[config.mk]
export PLATFORM = sky130hd
export DESIGN_NAME = knn_candidate_feeder
export DESIGN_NICKNAME = d
export VERILOG_FILES = /design/src/rtl/knn_pkg.sv /design/src/rtl/sq_dist_pipe.sv /design/src/rtl/knn_candidate_feeder.sv
export SDC_FILE = /design/constraint.sdc
export NUM_CORES = 2
export LEC_CHECK = 0
export CORE_UTILIZATION = 40
export CTS_BUF_LIST = sky130_fd_sc_hd__clkbuf_4
export CTS_CLUSTER_SIZE = 8
export DETAILED_ROUTE_END_ITERATION = 16
export PLACE_DENSITY = 0.72
export SYNTH_ARGS = -nofsm -noshare
export SYNTH_HDL_FRONTEND = slang
export SYNTH_SLANG_ARGS = --single-unit
export TNS_END_PERCENT = 50
[constraint.sdc]
create_clock -name clk_in -period 6.74 [get_ports clk_in]
set_input_delay 1.011 -clock clk_in [delete_from_list [all_inputs] [get_ports clk_in]]
set_output_delay 1.011 -clock clk_in [all_outputs]
set_load 0.05 [all_outputs]
[src/rtl/knn_pkg.sv]
// Shared types for the k-nearest-neighbour candidate feeder.
//   point_t        : packed 2-D point {x, y}
//   feeder_state_t : feeder FSM states
//   sat_sq_dist    : reference squared distance with saturation, used by the bench model
package knn_pkg;

    localparam int unsigned KnnCoordWidth = 16;
    localparam int unsigned KnnTagWidth   = 32;

    typedef struct packed {
        logic [KnnCoordWidth-1:0] x;
        logic [KnnCoordWidth-1:0] y;
    } point_t;

    typedef enum logic [2:0] {
        StIdle,
        StClear,
        StSettle,
        StDecide,
        StEvict,
        StInsert,
        StDone
    } feeder_state_t;

    // Assumes KnnTagWidth == 2*KnnCoordWidth, so only the carry bit can overflow the tag.
    function automatic logic [KnnTagWidth-1:0] sat_sq_dist(input point_t q, input point_t p);
        logic [KnnCoordWidth-1:0]   dx;
        logic [KnnCoordWidth-1:0]   dy;
        logic [2*KnnCoordWidth-1:0] sx;
        logic [2*KnnCoordWidth-1:0] sy;
        logic [2*KnnCoordWidth:0]   s;
        dx = (q.x >= p.x) ? q.x - p.x : p.x - q.x;
        dy = (q.y >= p.y) ? q.y - p.y : p.y - q.y;
        sx = {{KnnCoordWidth{1'b0}}, dx} * {{KnnCoordWidth{1'b0}}, dx};
        sy = {{KnnCoordWidth{1'b0}}, dy} * {{KnnCoordWidth{1'b0}}, dy};
        s  = {1'b0, sx} + {1'b0, sy};
        return s[2*KnnCoordWidth] ? '1 : s[KnnTagWidth-1:0];
    endfunction

endpackage

[src/rtl/sq_dist_pipe.sv]
// Two-stage squared-distance pipeline.
//   S1: |qx-px|, |qy-py|      S2: dx*dx + dy*dy, saturated to TAG_WIDTH
// Ports:
//   clk_in, rst_in  : clock, synchronous active-high reset
//   flush_in        : drop everything in flight
//   advance_in      : both stages shift by one this cycle
//   valid_in/point_in/last_in : point entering S1 (taken only when advance_in)
//   query_in        : query point {x, y}
//   valid_out/point_out/tag_out/last_out : S2 contents
module sq_dist_pipe
    import knn_pkg::*;
#(
    parameter int unsigned COORD_WIDTH = 16,
    parameter int unsigned TAG_WIDTH   = 32
) (
    input  logic                     clk_in,
    input  logic                     rst_in,
    input  logic                     flush_in,
    input  logic                     advance_in,
    input  logic                     valid_in,
    input  logic [2*COORD_WIDTH-1:0] point_in,
    input  logic                     last_in,
    input  logic [2*COORD_WIDTH-1:0] query_in,
    output logic                     valid_out,
    output logic [2*COORD_WIDTH-1:0] point_out,
    output logic [TAG_WIDTH-1:0]     tag_out,
    output logic                     last_out
);

    localparam int unsigned CW = COORD_WIDTH;
    localparam int unsigned PW = 2 * COORD_WIDTH;
    localparam int unsigned SW = 2 * COORD_WIDTH + 1;

    function automatic logic [CW-1:0] abs_diff(input logic [CW-1:0] a, input logic [CW-1:0] b);
        return (a >= b) ? a - b : b - a;
    endfunction

    logic          s1_valid_q;
    logic          s1_last_q;
    logic [PW-1:0] s1_point_q;
    logic [CW-1:0] s1_dx_q;
    logic [CW-1:0] s1_dy_q;

    logic [PW-1:0]        sq_x;
    logic [PW-1:0]        sq_y;
    logic [SW-1:0]        sum;
    logic [TAG_WIDTH-1:0] tag_sat;

    assign sq_x = {{CW{1'b0}}, s1_dx_q} * {{CW{1'b0}}, s1_dx_q};
    assign sq_y = {{CW{1'b0}}, s1_dy_q} * {{CW{1'b0}}, s1_dy_q};
    assign sum  = {1'b0, sq_x} + {1'b0, sq_y};

    if (TAG_WIDTH >= SW) begin : g_wide
        assign tag_sat = TAG_WIDTH'(sum);
    end else begin : g_sat
        assign tag_sat = (|sum[SW-1:TAG_WIDTH]) ? '1 : sum[TAG_WIDTH-1:0];
    end

    always_ff @(posedge clk_in) begin
        if (rst_in || flush_in) begin
            s1_valid_q <= 1'b0;
            s1_last_q  <= 1'b0;
            s1_point_q <= '0;
            s1_dx_q    <= '0;
            s1_dy_q    <= '0;
            valid_out  <= 1'b0;
            last_out   <= 1'b0;
            point_out  <= '0;
            tag_out    <= '0;
        end else if (advance_in) begin
            s1_valid_q <= valid_in;
            s1_last_q  <= valid_in & last_in;
            s1_point_q <= point_in;
            s1_dx_q    <= abs_diff(query_in[PW-1:CW], point_in[PW-1:CW]);
            s1_dy_q    <= abs_diff(query_in[CW-1:0], point_in[CW-1:0]);
            valid_out  <= s1_valid_q;
            last_out   <= s1_last_q;
            point_out  <= s1_point_q;
            tag_out    <= tag_sat;
        end
    end

endmodule

[src/rtl/knn_candidate_feeder.sv]
// Feeds the k-NN priority queue: computes squared distances of streamed points to a latched
// query and keeps the queue holding the closest points (evict-largest when strictly closer).
// Ports:
//   clk_in, rst_in                     : clock, synchronous active-high reset
//   start_in, query_in                 : begin (or abort and restart) a search with query_in
//   point_in/point_valid_in/point_last_in/point_ready_out : candidate point stream
//   q_flush_out, q_enq_out, q_enq_data_out, q_enq_tag_out, q_deq_largest_out : queue control
//   q_full_in, q_max_tag_in            : queue status
//   busy_out, done_out                 : search status; done_out pulses once per finished search
//   inserted_count_out, dropped_count_out : saturating per-search statistics
module knn_candidate_feeder
    import knn_pkg::*;
#(
    parameter int unsigned COORD_WIDTH   = 16,
    parameter int unsigned TAG_WIDTH     = 32,
    parameter int unsigned SETTLE_CYCLES = 2,
    parameter int unsigned COUNT_WIDTH   = 16
) (
    input  logic                     clk_in,
    input  logic                     rst_in,
    input  logic                     start_in,
    input  logic [2*COORD_WIDTH-1:0] query_in,
    input  logic [2*COORD_WIDTH-1:0] point_in,
    input  logic                     point_valid_in,
    input  logic                     point_last_in,
    output logic                     point_ready_out,
    output logic                     q_flush_out,
    output logic                     q_enq_out,
    output logic [2*COORD_WIDTH-1:0] q_enq_data_out,
    output logic [TAG_WIDTH-1:0]     q_enq_tag_out,
    output logic                     q_deq_largest_out,
    input  logic                     q_full_in,
    input  logic [TAG_WIDTH-1:0]     q_max_tag_in,
    output logic                     busy_out,
    output logic                     done_out,
    output logic [COUNT_WIDTH-1:0]   inserted_count_out,
    output logic [COUNT_WIDTH-1:0]   dropped_count_out
);

    localparam int unsigned PW = 2 * COORD_WIDTH;
    localparam logic [7:0] SettleLast = 8'(SETTLE_CYCLES - 1);

    function automatic logic [COUNT_WIDTH-1:0] sat_inc(input logic [COUNT_WIDTH-1:0] v);
        return (&v) ? v : v + COUNT_WIDTH'(1);
    endfunction

    logic [PW-1:0]        query_q;
    logic                 s2_valid;
    logic                 s2_last;
    logic [PW-1:0]        s2_point;
    logic [TAG_WIDTH-1:0] s2_tag;

    logic                 cand_valid_q;
    logic                 cand_last_q;
    logic [PW-1:0]        cand_point_q;
    logic [TAG_WIDTH-1:0] cand_tag_q;

    logic          last_seen_q;   // last point accepted; block further input
    logic          last_done_q;   // last point's candidate has been resolved
    feeder_state_t state_q;
    feeder_state_t ret_q;
    logic [7:0]    settle_cnt_q;

    logic advance;
    logic accept;
    logic cand_closer;
    logic cand_consume;

    assign cand_closer  = cand_tag_q < q_max_tag_in;
    assign cand_consume = (state_q == StInsert) ||
                          (state_q == StDecide && cand_valid_q && q_full_in && !cand_closer);
    assign advance      = !cand_valid_q || cand_consume || !s2_valid;
    // start_in gating keeps a point from being accepted in the cycle the pipeline is flushed.
    assign point_ready_out = busy_out && !last_seen_q && advance && !start_in;
    assign accept          = point_valid_in && point_ready_out;

    sq_dist_pipe #(
        .COORD_WIDTH (COORD_WIDTH),
        .TAG_WIDTH   (TAG_WIDTH)
    ) u_pipe (
        .clk_in     (clk_in),
        .rst_in     (rst_in),
        .flush_in   (start_in),
        .advance_in (advance),
        .valid_in   (accept),
        .point_in   (point_in),
        .last_in    (point_last_in),
        .query_in   (query_q),
        .valid_out  (s2_valid),
        .point_out  (s2_point),
        .tag_out    (s2_tag),
        .last_out   (s2_last)
    );

    // Candidate register and search-progress flags.
    always_ff @(posedge clk_in) begin
        if (rst_in || start_in) begin
            cand_valid_q <= 1'b0;
            cand_last_q  <= 1'b0;
            cand_point_q <= '0;
            cand_tag_q   <= '0;
            last_seen_q  <= 1'b0;
            last_done_q  <= 1'b0;
        end else begin
            if (!cand_valid_q || cand_consume) begin
                cand_valid_q <= s2_valid;
                cand_last_q  <= s2_last;
                cand_point_q <= s2_point;
                cand_tag_q   <= s2_tag;
            end
            if (accept && point_last_in) begin
                last_seen_q <= 1'b1;
            end
            if (cand_consume && cand_last_q) begin
                last_done_q <= 1'b1;
            end
        end
    end

    always_ff @(posedge clk_in) begin
        if (rst_in) begin
            state_q            <= StIdle;
            ret_q              <= StIdle;
            settle_cnt_q       <= '0;
            query_q            <= '0;
            q_flush_out        <= 1'b0;
            q_enq_out          <= 1'b0;
            q_enq_data_out     <= '0;
            q_enq_tag_out      <= '0;
            q_deq_largest_out  <= 1'b0;
            busy_out           <= 1'b0;
            done_out           <= 1'b0;
            inserted_count_out <= '0;
            dropped_count_out  <= '0;
        end else if (start_in) begin
            // Also the abort path: any running search is discarded without done_out.
            state_q           <= StClear;
            query_q           <= query_in;
            q_flush_out       <= 1'b1;
            q_enq_out         <= 1'b0;
            q_deq_largest_out <= 1'b0;
            busy_out          <= 1'b1;
            done_out          <= 1'b0;
        end else begin
            q_flush_out       <= 1'b0;
            q_enq_out         <= 1'b0;
            q_deq_largest_out <= 1'b0;
            done_out          <= 1'b0;
            unique case (state_q)
                StIdle: ;
                StClear: begin
                    inserted_count_out <= '0;
                    dropped_count_out  <= '0;
                    settle_cnt_q       <= '0;
                    ret_q              <= StDecide;
                    state_q            <= StSettle;
                end
                StSettle: begin
                    if (settle_cnt_q == SettleLast) begin
                        state_q <= ret_q;
                        if (ret_q == StInsert) begin
                            q_enq_out      <= 1'b1;
                            q_enq_data_out <= cand_point_q;
                            q_enq_tag_out  <= cand_tag_q;
                        end
                    end else begin
                        settle_cnt_q <= settle_cnt_q + 8'd1;
                    end
                end
                StDecide: begin
                    if (cand_valid_q) begin
                        if (!q_full_in) begin
                            state_q        <= StInsert;
                            q_enq_out      <= 1'b1;
                            q_enq_data_out <= cand_point_q;
                            q_enq_tag_out  <= cand_tag_q;
                        end else if (cand_closer) begin
                            state_q           <= StEvict;
                            q_deq_largest_out <= 1'b1;
                        end else begin
                            dropped_count_out <= sat_inc(dropped_count_out);
                        end
                    end else if (last_done_q) begin
                        state_q  <= StDone;
                        done_out <= 1'b1;
                        busy_out <= 1'b0;
                    end
                end
                StEvict: begin
                    settle_cnt_q <= '0;
                    ret_q        <= StInsert;
                    state_q      <= StSettle;
                end
                StInsert: begin
                    inserted_count_out <= sat_inc(inserted_count_out);
                    settle_cnt_q       <= '0;
                    ret_q              <= StDecide;
                    state_q            <= StSettle;
                end
                StDone: state_q <= StIdle;
                default: state_q <= StIdle;
            endcase
        end
    end

endmodule
==> out/summary.txt <==
area grow syn2layout - 20.5%
horizontal extent of the die - 280 um
peak ir drop on the vdd network - 0.184 mV
final-layout setup total negative slack - -8.21 ns
total number of vias - 25300
Pleak - 17.8 nW
pin count of the biggest net entering global routing - 91
row count - 101
CTS Buffer Depth - 3
total area of multi-input combinational cells - 0.0214 mm2
ratio of final minimum period to clock period - 104%
cell count of the worst reg-to-reg path - 23
Clk Latency, worst-skew pair - 0.90 ns
final-layout worst hold slack - 0.428 ns
area taken by flip-flops and latches - 0.00702 mm2
detailed-route vias per instance - 4.99
final number of max-transition violations - 0
total of endpoints with negative setup slack in the final report - 32
Final WS setup - -0.283 ns
CP Max Fanout - 19
fraction of layout instances using a drive strength above 1 - 13.5%
initial antenna violation count - 5
terminus of the critical flop-to-flop path - u_pipe.tag_out[10]
worst min-delay path startpoint - u_pipe.s1_point_q[10]
die span in y - 280 um
Rel. slew slack - 31.5%
reg-to-reg setup timing slack - -0.28 ns
violated checks - antenna rules, setup timing
sequential share of the synthesized area - 22.5%
Worst Skew - 0.0809 ns
number of design-rule violations left by the first detailed-router iteration - 1587
pin slew with the least headroom to its limit - 1.03 ns
top-level I/O count - 204
average footprint of a synthesized cell - 8.59 um2
classification of the worst setup path - flop to flop
number of detailed-route iterations in the first pass - 6
type of element capturing the critical path - flop
number of I/O port buffers - 203
starting density of the core - 40.6%
clock-pin slew on the worst setup and hold paths - 0.08 ns
Async S/R FF share, synth - 0%
area of the die - 0.0783 mm2
synthesis-stage register bit count - 347
clk sink count - 347
startpoint type of the worst setup path - flop
number of enable-type register cells in the synthesized netlist - 0
Hold Path Sink - u_pipe.point_out[10]
cell count after synthesis - 3591
final std cell area, no fill - 0.0372 mm2
Unique masters post-synth - 73
path class of the lowest-slack min-delay path - flop to flop
Hold Violations, Final - 0
per-cell routed wire length - 16.2 um
leftover overflow at the end of global routing - 0
instance count along the most critical hold path - 2
total standard cell area after synthesis - 0.0309 mm2
RSZ-0062 raised after global routing - true
required time of the worst setup path - 7.45 ns
post-detailed-route count of antenna-violating nets - 1
clock root cell - clkbuf_4
warning count from the yosys run - 0
total core area - 0.0761 mm2
DRC viols - 0
post-placement worst setup slack - -0.436 ns
number of global-route vias before repair - 26000
pwr/cell area - 179 mW/mm2
start of the worst register-to-register path - u_pipe.s1_dy_q[10]
half-perimeter wire length of the detailed placement result - 65000 um
total CTS buffers - 90
Detailed Route WL - 81700 um
Synthesized Nets - 4375
wire length of the first global-routing pass - 132000 um
top flip-flop cell by instance count after synthesis - dfxtp_1
status - finished with violations
# placed instances - 4878
worst path arrival time - 7.73 ns
non-filler cells in the finished layout - 5058
clock period minus final worst setup slack - 7.02 ns
All-Layer GR Usage - 21.1%
TritonCTS clock tree - done
Area after DPL - 0.0355 mm2
Routability Congestion - 0.920
maximum clock frequency - 0.142 GHz
count of maximum capacitance violations - 0
htree depth - 3
final layout net count - 4744
Fill cells - 7225
[worst max-delay path: stages, from the launching register on]
cell     delay, ns
dfxtp_4       0.37
buf_4         0.16
and2_1        0.17
fa_2          0.58
inv_1         0.06
fa_1          0.54
inv_1         0.05
fa_1          0.47
fa_2          0.60
fa_2          0.44
fa_2          0.54
fa_2          0.44
fa_2          0.37
ha_4          0.27
o21a_1        0.19
o21ba_4       0.18
a221o_1       0.33
a21o_4        0.22
a21oi_4       0.15
o21ai_2       0.09
xnor2_2       0.19
and2_4        0.19
buf_12        0.15
a21oi_1       0.07
[per-layer routing]
metal  vias to the layer above  wire length (um)  share of wire (%)  global-route usage (%)
li1                      12100                 -                  -                       -
met1                     12400             34300                 42                    26.4
met2                       630             40700                 50                    36.3
met3                       148              4280                5.2                    4.10
met4                         6              2380                2.9                    7.01
met5                         -                43              0.053                       0
[repair_timing]
item                                    in CTS  in global routing
hold buffers                                 0                  0
endpoints found under the setup margin      32                 32
gates cloned                                 0                  0
gates resized for setup                     69                 50
pin swaps                                   53                 28
setup buffers                               14                  6
[stage by stage]
stage,total power [mW],utilization (%)
floorplan,3.81,-
global placement,4.67,46.6
detailed placement,4.72,46.6
CTS,6.62,48.5
global route,7.11,48.8
finish,6.65,48.9
[synth_stat cells (11+ instances only)]
master,number,area share (%)
a211oi_1,22,0.54
a21o_1,43,1.0
a21oi_1,325,5.3
and2_1,128,2.6
and3_1,21,0.43
buf_2,22,0.36
clkbuf_1,145,1.8
dfxtp_1,347,23
fa_1,386,25
ha_1,296,12
inv_1,606,7.4
mux2i_1,47,1.5
nand2_1,591,7.2
nand3_1,40,0.65
nand4_1,32,0.65
nor2_1,157,1.9
nor2b_1,19,0.39
nor3_1,19,0.31
o21ai_0,74,1.2
o21bai_1,11,0.27
xnor2_1,46,1.3
xor2_1,60,1.7
[report_power, final]
part	leakage (nW)	switching, mW	internal (mW)
clock network	0.638	0.930	0.874
registers	2.83	0.0898	2.14
logic	14.4	1.43	1.18
total	17.8	2.45	4.20
[how the worst max path moves through the flow]
stage / start / depth (start not counted) / to / slack [ns]
after floorplan: u_pipe.s1_dy_q[4] / 26 / u_pipe.tag_out[10] / -0.06
after global placement: u_pipe.s1_dx_q[3] / 22 / u_pipe.tag_out[0] / -0.34
after detailed placement: u_pipe.s1_dx_q[3] / 22 / u_pipe.tag_out[0] / -0.44
after CTS: u_pipe.s1_dy_q[10] / 26 / u_pipe.tag_out[29] / -0.29
after global routing: u_pipe.s1_dy_q[10] / 26 / u_pipe.tag_out[6] / -0.50
final: u_pipe.s1_dy_q[10] / 23 / u_pipe.tag_out[10] / -0.28
[cell usage in the layout, fill, tap and decap left out, types with 24 or more instances in the layout]
cell | Yosys | final
ha_1 | 296 | 285
nand4_1 | 32 | 32
clkdlybuf4s50_1 | 0 | 201
xnor2_1 | 46 | 41
mux2i_1 | 47 | 47
buf_4 | 0 | 226
and2_1 | 128 | 116
clkbuf_4 | 0 | 113
nand3_1 | 40 | 39
fa_2 | 0 | 24
nand2_1 | 591 | 579
nor2_1 | 157 | 152
a21oi_1 | 325 | 318
dfxtp_1 | 347 | 323
xor2_1 | 60 | 60
o21ai_0 | 74 | 71
inv_1 | 606 | 593
a21o_1 | 43 | 42
fa_1 | 386 | 362
[area by class of cell]
cell class,count,share of cell area (%)
diodes,10,0.0673
clock buffers,113,2.28
clock inverters,37,0.623
inverters,606,6.12
multi-input cells,2464,57.6
flip-flops and latches,347,18.9
well taps,1030,3.47
repair buffers,451,10.9
[sequential cells by signal, summed over array words and instances (netlist names), 32 cells and up]
name,flops
u_pipe.point_out,32
cand_point_q,32
u_pipe.s1_point_q,32
query_q,32
q_enq_tag_out,32
u_pipe.tag_out,32
q_enq_data_out,32
cand_tag_q,32
[cells by family (layout without fill, tap and decap cells)]
group,Yosys count,in the layout,share of synthesized area (%)
flops,347,347,22.5
simple gates,1047,1047,15.1
fa+ha+maj,682,682,37.0
mux,52,52,1.71
other cells,0,10,0
buf+inv,780,1207,9.61
xor+xnor,106,106,3.01
compound gates,577,577,11.1
(Power assumes the default switching activity.)
